File: config.mk
export PLATFORM = sky130hd
export DESIGN_NAME = dna_symbol_gen
export DESIGN_NICKNAME = d
export VERILOG_FILES = /design/src/rtl/dna_symbol_gen.sv
export SDC_FILE = /design/constraint.sdc
export NUM_CORES = 1
export LEC_CHECK = 0
export ABC_AREA = 1
export BUFFER_PORTS_ARGS = -buffer_cell sky130_fd_sc_hd__buf_2
export CAP_MARGIN = 0
export CORE_MARGIN = 2
export CORE_UTILIZATION = 50
export DETAILED_ROUTE_END_ITERATION = 7
export PLACE_DENSITY = 0.72
export SETUP_SLACK_MARGIN = 0.1
export SLEW_MARGIN = 20
export SYNTH_ARGS = -nofsm -noshare
export SYNTH_HDL_FRONTEND = slang
export SYNTH_SLANG_ARGS = --single-unit
File: constraint.sdc
create_clock -name clk -period 1.7 [get_ports clk]
set_input_delay 0.255 -clock clk [delete_from_list [all_inputs] [get_ports clk]]
set_output_delay 0.255 -clock clk [all_outputs]
set_load 0.02 [all_outputs]
File: src/rtl/dna_symbol_gen.sv
// Streams SEQ_LEN 2-bit nucleotides decoded LSB-first from PRNG words,
// rewriting any symbol that would extend a homopolymer run beyond MAX_RUN.
module dna_symbol_gen #(
   parameter int unsigned SEQ_LEN = 64,
   parameter int unsigned MAX_RUN = 3
) (
   input  logic        clk,
   input  logic        rst,
   input  logic [31:0] rand_in,
   input  logic        start,
   output logic        busy,
   output logic [1:0]  sym_out,
   output logic        sym_valid,
   input  logic        sym_ready,
   output logic        sym_last,
   output logic        done
);

   localparam int unsigned CNT_W = $clog2(SEQ_LEN + 1);
   localparam int unsigned RUN_W = $clog2(MAX_RUN + 1);
   localparam logic [CNT_W-1:0] LAST_IDX = CNT_W'(SEQ_LEN - 1);
   localparam logic [RUN_W-1:0] RUN_MAX  = RUN_W'(MAX_RUN);

   typedef enum logic [1:0] {
      IDLE = 2'd0,
      EMIT = 2'd1,
      DONE = 2'd2
   } state_t;

   state_t           state_q, state_d;
   logic [31:0]      shift_q, shift_d;
   logic [CNT_W-1:0] cnt_q, cnt_d;
   logic [RUN_W-1:0] run_q, run_d;
   logic [1:0]       last_sym_q, last_sym_d;
   logic             last_vld_q, last_vld_d;
   logic             busy_q, busy_d;
   logic [1:0]       sym_out_q, sym_out_d;
   logic             sym_valid_q, sym_valid_d;
   logic             sym_last_q, sym_last_d;
   logic             done_q, done_d;

   // Bump the candidate to the next nucleotide when it would exceed the run limit.
   function automatic logic [1:0] pick_sym(input logic [1:0]       cand,
                                           input logic [1:0]       last,
                                           input logic             lvld,
                                           input logic [RUN_W-1:0] run);
      if (lvld && (cand == last) && (run == RUN_MAX)) begin
         return cand + 2'd1;
      end
      return cand;
   endfunction

   always_comb begin
      state_d    = state_q;
      shift_d    = shift_q;
      cnt_d      = cnt_q;
      run_d      = run_q;
      last_sym_d = last_sym_q;
      last_vld_d = last_vld_q;

      case (state_q)
         IDLE: begin
            if (start) begin
               state_d    = EMIT;
               shift_d    = rand_in;
               cnt_d      = '0;
               run_d      = '0;
               last_sym_d = 2'b00;
               last_vld_d = 1'b0;
            end
         end
         EMIT: begin
            if (sym_ready) begin
               run_d      = (last_vld_q && (sym_out_q == last_sym_q)) ?
                            run_q + RUN_W'(1) : RUN_W'(1);
               last_sym_d = sym_out_q;
               last_vld_d = 1'b1;
               if (sym_last_q) begin
                  state_d = DONE;
               end else begin
                  cnt_d = cnt_q + CNT_W'(1);
                  // Refill on the 16th symbol of a word so the stream has no bubble.
                  if ((32'(cnt_q) & 32'd15) == 32'd15) begin
                     shift_d = rand_in;
                  end else begin
                     shift_d = {2'b00, shift_q[31:2]};
                  end
               end
            end
         end
         DONE: begin
            state_d = IDLE;
         end
         default: begin
            state_d = IDLE;
         end
      endcase

      // Outputs are registered by deriving them from the next-state values.
      busy_d      = (state_d != IDLE);
      sym_valid_d = (state_d == EMIT);
      sym_last_d  = (state_d == EMIT) && (cnt_d == LAST_IDX);
      sym_out_d   = (state_d == EMIT) ?
                    pick_sym(shift_d[1:0], last_sym_d, last_vld_d, run_d) : 2'b00;
      done_d      = (state_d == DONE);
   end

   always_ff @(posedge clk or posedge rst) begin
      if (rst) begin
         state_q     <= IDLE;
         shift_q     <= '0;
         cnt_q       <= '0;
         run_q       <= '0;
         last_sym_q  <= 2'b00;
         last_vld_q  <= 1'b0;
         busy_q      <= 1'b0;
         sym_out_q   <= 2'b00;
         sym_valid_q <= 1'b0;
         sym_last_q  <= 1'b0;
         done_q      <= 1'b0;
      end else begin
         state_q     <= state_d;
         shift_q     <= shift_d;
         cnt_q       <= cnt_d;
         run_q       <= run_d;
         last_sym_q  <= last_sym_d;
         last_vld_q  <= last_vld_d;
         busy_q      <= busy_d;
         sym_out_q   <= sym_out_d;
         sym_valid_q <= sym_valid_d;
         sym_last_q  <= sym_last_d;
         done_q      <= done_d;
      end
   end

   assign busy      = busy_q;
   assign sym_out   = sym_out_q;
   assign sym_valid = sym_valid_q;
   assign sym_last  = sym_last_q;
   assign done      = done_q;

endmodule

# After elaboration in Yosys (flattened, before gate mapping)

Cells that the tools add are included.

Register bits: 52
Input port bits: 36
Word-level logic and storage cells: 61

Add/sub/neg operators: 3
Equal/unequal tests: 11
Reduce and logical (&&, ||, !) cells: 8
Muxes and demuxes: 27

Operator list:

| kind                                                                  | count |
|---|---|
| 32-bit 2-to-1 mux                                                     | 4 |
| 32-bit case mux with 2 select lines                                   | 1 |
| 2-bit 2-to-1 mux                                                      | 11 |
| 7-bit 2-to-1 mux                                                      | 3 |
| 7-bit case mux with 2 select lines                                    | 1 |
| 2-bit case mux with 2 select lines                                    | 3 |
| 7-bit by 1-bit adder with 7-bit output, second input constant         | 1 |
| 7-bit by 6-bit equality test with 1-bit output, second input constant | 1 |
| 2-bit inequality test, second input constant                          | 3 |
| 2-bit by 1-bit adder with 2-bit output, second input constant         | 2 |
| 2-bit by 1-bit equality test with 1-bit output, second input constant | 2 |
| 2-bit equality test                                                   | 2 |
| 2-bit equality test, second input constant                            | 2 |
| 4-bit equality test, second input constant                            | 1 |
| 1-bit logical AND                                                     | 4 |
| 4-bit AND reduction                                                   | 1 |
| 2-bit nonzero test                                                    | 2 |
| 1-bit 2-to-1 mux                                                      | 3 |
| 2-bit zero test                                                       | 1 |
| 1-bit case mux with 2 select lines                                    | 1 |

# Logic depth before layout (Yosys ltp)

Word-level depth: 11
Depth in mapped cells: 12
Mapped depth without buffers: 12

# Worst setup path before layout

OpenSTA, ideal clock, no wires.

Path type: register to register
Start point: register cnt_q[0]
End point: register sym_out_q[0], in the netlist sym_out[0]
Stages on the path, launching flop included: 13
Path slack: 0.183 ns
Buffers on the path: 1
Period minus slack after synthesis: 1.517 ns
Data arrival time: 1.398 ns
Library setup time: 0.119 ns
Path through: dfrtp_1 -> ha_1 -> nand3_1 -> buf_2 -> nand2_1 -> nand3_1 -> nand2_1 -> nand2_1 -> nand2_1 -> nand2_1 -> nand3_1 -> nand2_1 -> nor2_1

Word-level cells in the longest chain between the ends: 11

Ends and longest elaborated chain:

| element                               | line | text |
|---|---|---|
| start, declared                       | 32   | `logic [CNT_W-1:0] cnt_q, cnt_d;` |
| start signal, assigned                | 124  | `cnt_q <= cnt_d;` |
| 4-bit equality test *                 | 83   | `if ((32'(cnt_q) & 32'd15) == 32'd15) begin` |
| 32-bit 2-to-1 mux *                   | 83   |  |
| 32-bit 2-to-1 mux *                   | 78   | `if (sym_last_q) begin` |
| 32-bit 2-to-1 mux *                   | 73   | `if (sym_ready) begin` |
| 32-bit case mux with 2 select lines * | 61   | `case (state_q)` |
| 2-bit equality test                   | 47   | `if (lvld && (cand == last) && (run == RUN_MAX)) begin` |
| 1-bit logical AND (2 in series)       | 47   |  |
| 1-bit 2-to-1 mux                      | 47   |  |
| 2-bit 2-to-1 mux *                    | 50   | `return cand;` |
| 2-bit 2-to-1 mux *                    | 103  | `sym_out_d = (state_d == EMIT) ?` |
| via sym_out_d[0]                      | 37   | `logic [1:0] sym_out_q, sym_out_d;` |
| end signal, assigned                  | 129  | `sym_out_q <= sym_out_d;` |
| end, declared                         | 37   |  |

Mark *: on every way through the listed nets, which the timed path passes. The rest lies on a longest branch. The select of a mux whose other input is x is not followed.
A chain may end at the register's enable or synchronous reset.

# Worst setup path after layout

Start point: register cnt_q[1]
End point: register shift_q[27]

Word-level cells in the longest chain between the ends: 5

Ends and longest elaborated chain:

| element                             | line | text |
|---|---|---|
| 4-bit equality test                 | 83   |  |
| 32-bit 2-to-1 mux                   | 83   |  |
| 32-bit 2-to-1 mux                   | 78   |  |
| 32-bit 2-to-1 mux                   | 73   |  |
| 32-bit case mux with 2 select lines | 61   |  |
| end signal, assigned                | 123  | `shift_q <= shift_d;` |
| end, declared                       | 31   | `logic [31:0] shift_q, shift_d;` |

No other way between the ends. The select of a mux whose other input is x is not followed.

==> tab_implementation.tex <==
\begin{tabular}{lr}
\hline
Metric & Value \\
\hline
\multicolumn{2}{l}{\textbf{Floorplanning}} \\
\quad Core area & 0.005405 mm² \\
\quad Initial cell density of the core & 0.5093 \\
\quad I/O pin cnt & 42 \\
\quad Overall die width & 78.20 µm \\
\quad Floorplan row count & 27 \\
\quad Die Ht & 78.20 µm \\
\quad Die area & 0.006114 mm² \\
\multicolumn{2}{l}{\textbf{Synthesis}} \\
\quad Async set-or-reset flop fraction in the synthesized netlist & 1.000 \\
\quad Biggest area contributors in the synthesized netlist & sky130\_fd\_sc\_hd\_\_dfrtp\_1, sky130\_fd\_sc\_hd\_\_nand2\_1, sky130\_fd\_sc\_hd\_\_inv\_1 \\
\quad Main flop type after synthesis & sky130\_fd\_sc\_hd\_\_dfrtp\_1 \\
\quad Flip-flop and latch count after synthesis & 52 \\
\quad Proportion of netlist area held by the largest area contributor & 0.4727 \\
\quad Post-Synthesis Net Count & 391 \\
\quad EDFF count, synth & 0 \\
\quad Area leader, netlist & sky130\_fd\_sc\_hd\_\_dfrtp\_1 \\
\quad Sequential cell area fraction in the yosys report & 0.4727 \\
\quad Cells after synthesis & about 350 \\
\quad Post-synthesis area per instance & 7.776 µm² \\
\quad Commonest cells in the synthesized netlist & sky130\_fd\_sc\_hd\_\_nand2\_1, sky130\_fd\_sc\_hd\_\_dfrtp\_1, sky130\_fd\_sc\_hd\_\_inv\_1 \\
\quad Yosys Warn Count & 0 \\
\quad Most common cell in the synthesized netlist & sky130\_fd\_sc\_hd\_\_nand2\_1 \\
\quad Distinct cells, synth & 28 \\
\quad Post-synth design cell area & 0.002753 mm² \\
\multicolumn{2}{l}{\textbf{Critical path}} \\
\quad Signal arrival time at the worst endpoint & 1.70 ns \\
\quad R2r worst-path depth & 7 \\
\quad Startpoint class of the critical path & register \\
\quad Critical path type & register to register \\
\quad R2R Setup Slk & approximately 0.18 ns \\
\quad Endpoint required time on the critical path & around 1.9 ns \\
\quad Critical Path End Type & register \\
\quad Crit Reg-Reg Startpoint & cnt\_q[1] \\
\quad Worst-path fanout max & 18 \\
\quad Worst reg2reg endpoint & shift\_q[27] \\
\multicolumn{2}{l}{\textbf{STA}} \\
\quad Worst-case setup margin in the final layout & 0.1836 ns \\
\quad Transition time at the pin with the least slew margin & 0.4650 ns \\
\quad Number of pins with negative max-slew slack in the final report & 0 \\
\quad Total negative slack & 0 ns \\
\quad Final setup violating endpoints & 0 \\
\quad Max Freq & roughly 0.66 GHz \\
\quad Post-route minimum period & 1.516 ns \\
\quad Post-route fraction of the period consumed by the critical path & 0.8920 \\
\quad Max-Slew Margin vs Limit & 0.6867 \\
\quad Post-route clock skew & just under 0.005 ns \\
\quad Final hold violation count & 0 \\
\quad Worst Hold Margin & 0.1724 ns \\
\quad Setup repair after global routing missed its margin & no \\
\multicolumn{2}{l}{\textbf{Placed design}} \\
\quad Instance area at placement & $\sim$0.0031 mm² \\
\quad Global placement routability congestion & 0.8376 \\
\quad Minimum setup slack after placement & 0.02217 ns \\
\quad Placed wire-length estimate & approximately 4.4 mm \\
\quad Count of input and output buffers & 41 \\
\multicolumn{2}{l}{\textbf{Clock network}} \\
\quad Buffer type at the clock tree root & sky130\_fd\_sc\_hd\_\_clkbuf\_8 \\
\quad Clock insertion delay at the later pin of the skew report & 0.31 ns \\
\quad Clock tree from TritonCTS & built \\
\quad \# clock sinks & 52 \\
\quad CTS H-Tree Depth & 2 \\
\quad Clock edge transition at the registers on the reported setup and hold paths & around 0.090 ns \\
\quad Buffers from clock root to sink, at most & 2 \\
\quad TritonCTS Buffers & 5 \\
\multicolumn{2}{l}{\textbf{Pwr}} \\
\quad Leak Pwr & roughly 1.7 nW \\
\quad Peak supply drop & 627.5 µV \\
\quad Cell area power density & approximately 1300 mW/mm² \\
\multicolumn{2}{l}{\textbf{Cells and area}} \\
\quad Share of post-route cells with drive strength above 1 & 0.2585 \\
\quad Antenna Diode Count & 0 \\
\quad Final cell utilization of the core & 0.6329 \\
\quad Nets@finish & 450 \\
\quad Growth of design area from synthesis to finish & 24.27\% \\
\quad Finished layout cell area & 0.003421 mm² \\
\multicolumn{2}{l}{\textbf{Detailed routing}} \\
\quad Final wirelength & 6.659 mm \\
\quad Iteration count of the initial detailed-routing pass & 5 \\
\quad Number of design-rule violations left by the first detailed-router iteration & between 200 and 250 \\
\quad DRC & 0 \\
\quad Post-DRT Antenna Nets & 0 \\
\quad Total number of vias & $\sim$2.6k \\
\quad Detailed-route wire length per cell & 13.70 µm \\
\quad DR vias/cell & 5.265 \\
\multicolumn{2}{l}{\textbf{Min path}} \\
\quad Hold worst-path end & shift\_q[22] \\
\quad Startpoint of the most critical hold path & rand\_in[22] \\
\quad Worst hold path stage count & 3 \\
\quad Worst hold path class & input port to register \\
\multicolumn{2}{l}{\textbf{GRT}} \\
\quad Aggregate global routing overflow & 0 \\
\quad Overall Global Routing Usage & 0.2258 \\
\quad Wire length of the first global-routing pass & 11.02 mm \\
\quad Maximum number of pins on one net before global-route repair & 53 \\
\quad Antenna violations before repair & 0 \\
\quad Number of global-route vias before repair & 2478 \\
\multicolumn{2}{l}{\textbf{Run status}} \\
\quad Run status & finished clean \\
\multicolumn{2}{l}{\textbf{Run}} \\
\quad Max-Cap Viols & 0 \\
\hline
\end{tabular}
==> cells by family after synthesis <==
family                   synth area share
adder cells (fa/ha/maj)          0.004545
flip-flops                         0.4727
buffers and inverters             0.09636
AND/OR/NAND/NOR                    0.2718
AO/OA/AOI/OAI                      0.1545
==> metal layers <==
metal  vias up  track usage  part of all wire
li1       1267            -                 -
met1      1222       0.3005              0.45
met2        59       0.3733              0.50
met3        11      0.04598             0.039
met4         0      0.07018             0.016
met5         -            0                 0
==> metrics by stage <==
stage | power, mW | std cells
final | 4.427 | 486
after CTS | 4.252 | 477
after global placement | 3.315 | 467
after floorplan | 2.921 | 354
after global routing | 4.753 | 486
after detailed placement | 3.365 | 467
==> worst max path at each step <==
stage	depth (start not counted)	slack, ns	endpoint	from
floorplan	12	0.18	sym_out[0]	cnt_q[0]
global placement	11	0.09	sym_out[1]	cnt_q[1]
detailed placement	11	0.02	sym_out[1]	cnt_q[1]
CTS	11	0.1	sym_out[1]	cnt_q[1]
global route	7	0.07	shift_q[11]	state_q[1]
finish	7	0.18	shift_q[27]	cnt_q[1]
==> layout by cell type, fill, tap and decap left out, types with 2 or more instances in the layout <==
cell type | netlist | final
sky130_fd_sc_hd__nand2_1 | 91 | 87
sky130_fd_sc_hd__dfrtp_1 | 52 | 51
sky130_fd_sc_hd__inv_1 | 42 | 41
sky130_fd_sc_hd__buf_2 | 10 | 41
sky130_fd_sc_hd__nor2_1 | 35 | 34
sky130_fd_sc_hd__o21ai_0 | 29 | 27
sky130_fd_sc_hd__nand3_1 | 28 | 24
sky130_fd_sc_hd__buf_4 | 0 | 20
sky130_fd_sc_hd__o211ai_1 | 17 | 17
sky130_fd_sc_hd__nor2_4 | 4 | 6
sky130_fd_sc_hd__inv_2 | 5 | 5
sky130_fd_sc_hd__a31oi_1 | 5 | 5
sky130_fd_sc_hd__a21oi_1 | 5 | 5
sky130_fd_sc_hd__nand2_2 | 2 | 5
sky130_fd_sc_hd__nand4_1 | 5 | 5
sky130_fd_sc_hd__clkbuf_8 | 0 | 5
sky130_fd_sc_hd__buf_12 | 0 | 4
sky130_fd_sc_hd__a22oi_1 | 3 | 3
sky130_fd_sc_hd__o221ai_1 | 3 | 3
sky130_fd_sc_hd__nand3_2 | 0 | 2
sky130_fd_sc_hd__nand3_4 | 0 | 2
sky130_fd_sc_hd__nor2_2 | 3 | 2
sky130_fd_sc_hd__o21ai_1 | 0 | 2
sky130_fd_sc_hd__a21oi_2 | 2 | 2
==> power breakdown <==
part           switching, mW  internal [mW]  leakage (nW)
clock                  0.405          0.437        0.0552
sequential             0.260           1.66         0.644
combinational          0.952          0.708          1.02
==> sequential cells by signal, indices dropped and copies added (netlist names), 2 cells and up <==
register	count
shift_q	32
last_sym_q	2
state_q	2
sym_out	2
run_q	2
cnt_q	7
==> repair_timing <==
item | 4_1_cts | 5_1_grt
pin swaps | 0 | 6
endpoints found under the hold margin | 41 | 0
hold buffers | 1 | 0
setup buffers | 1 | 9
gates resized for setup | 3 | 23
setup endpoints to repair | 7 | 26
==> final cells by class <==
cell class	instances	area, µm²
well taps	72	90.09
clock inverters	2	35.03
multi-input cells	239	1276
fillers	463	1984
flip-flops and latches	52	1303
clock buffers	6	72.57
inverters	48	187.7
repair buffers	67	456.7
==> worst max-delay path, cell delays in order, from the launching register on <==
cell and delay, ns:
sky130_fd_sc_hd__dfrtp_1 0.43, sky130_fd_sc_hd__ha_4 0.19, sky130_fd_sc_hd__nand3_4 0.12, sky130_fd_sc_hd__buf_4 0.12, sky130_fd_sc_hd__buf_4 0.21, sky130_fd_sc_hd__nand2_1 0.11, sky130_fd_sc_hd__o211ai_1 0.11, sky130_fd_sc_hd__nand3_1 0.09
No activity file was read; power rests on OpenSTA's default activity.
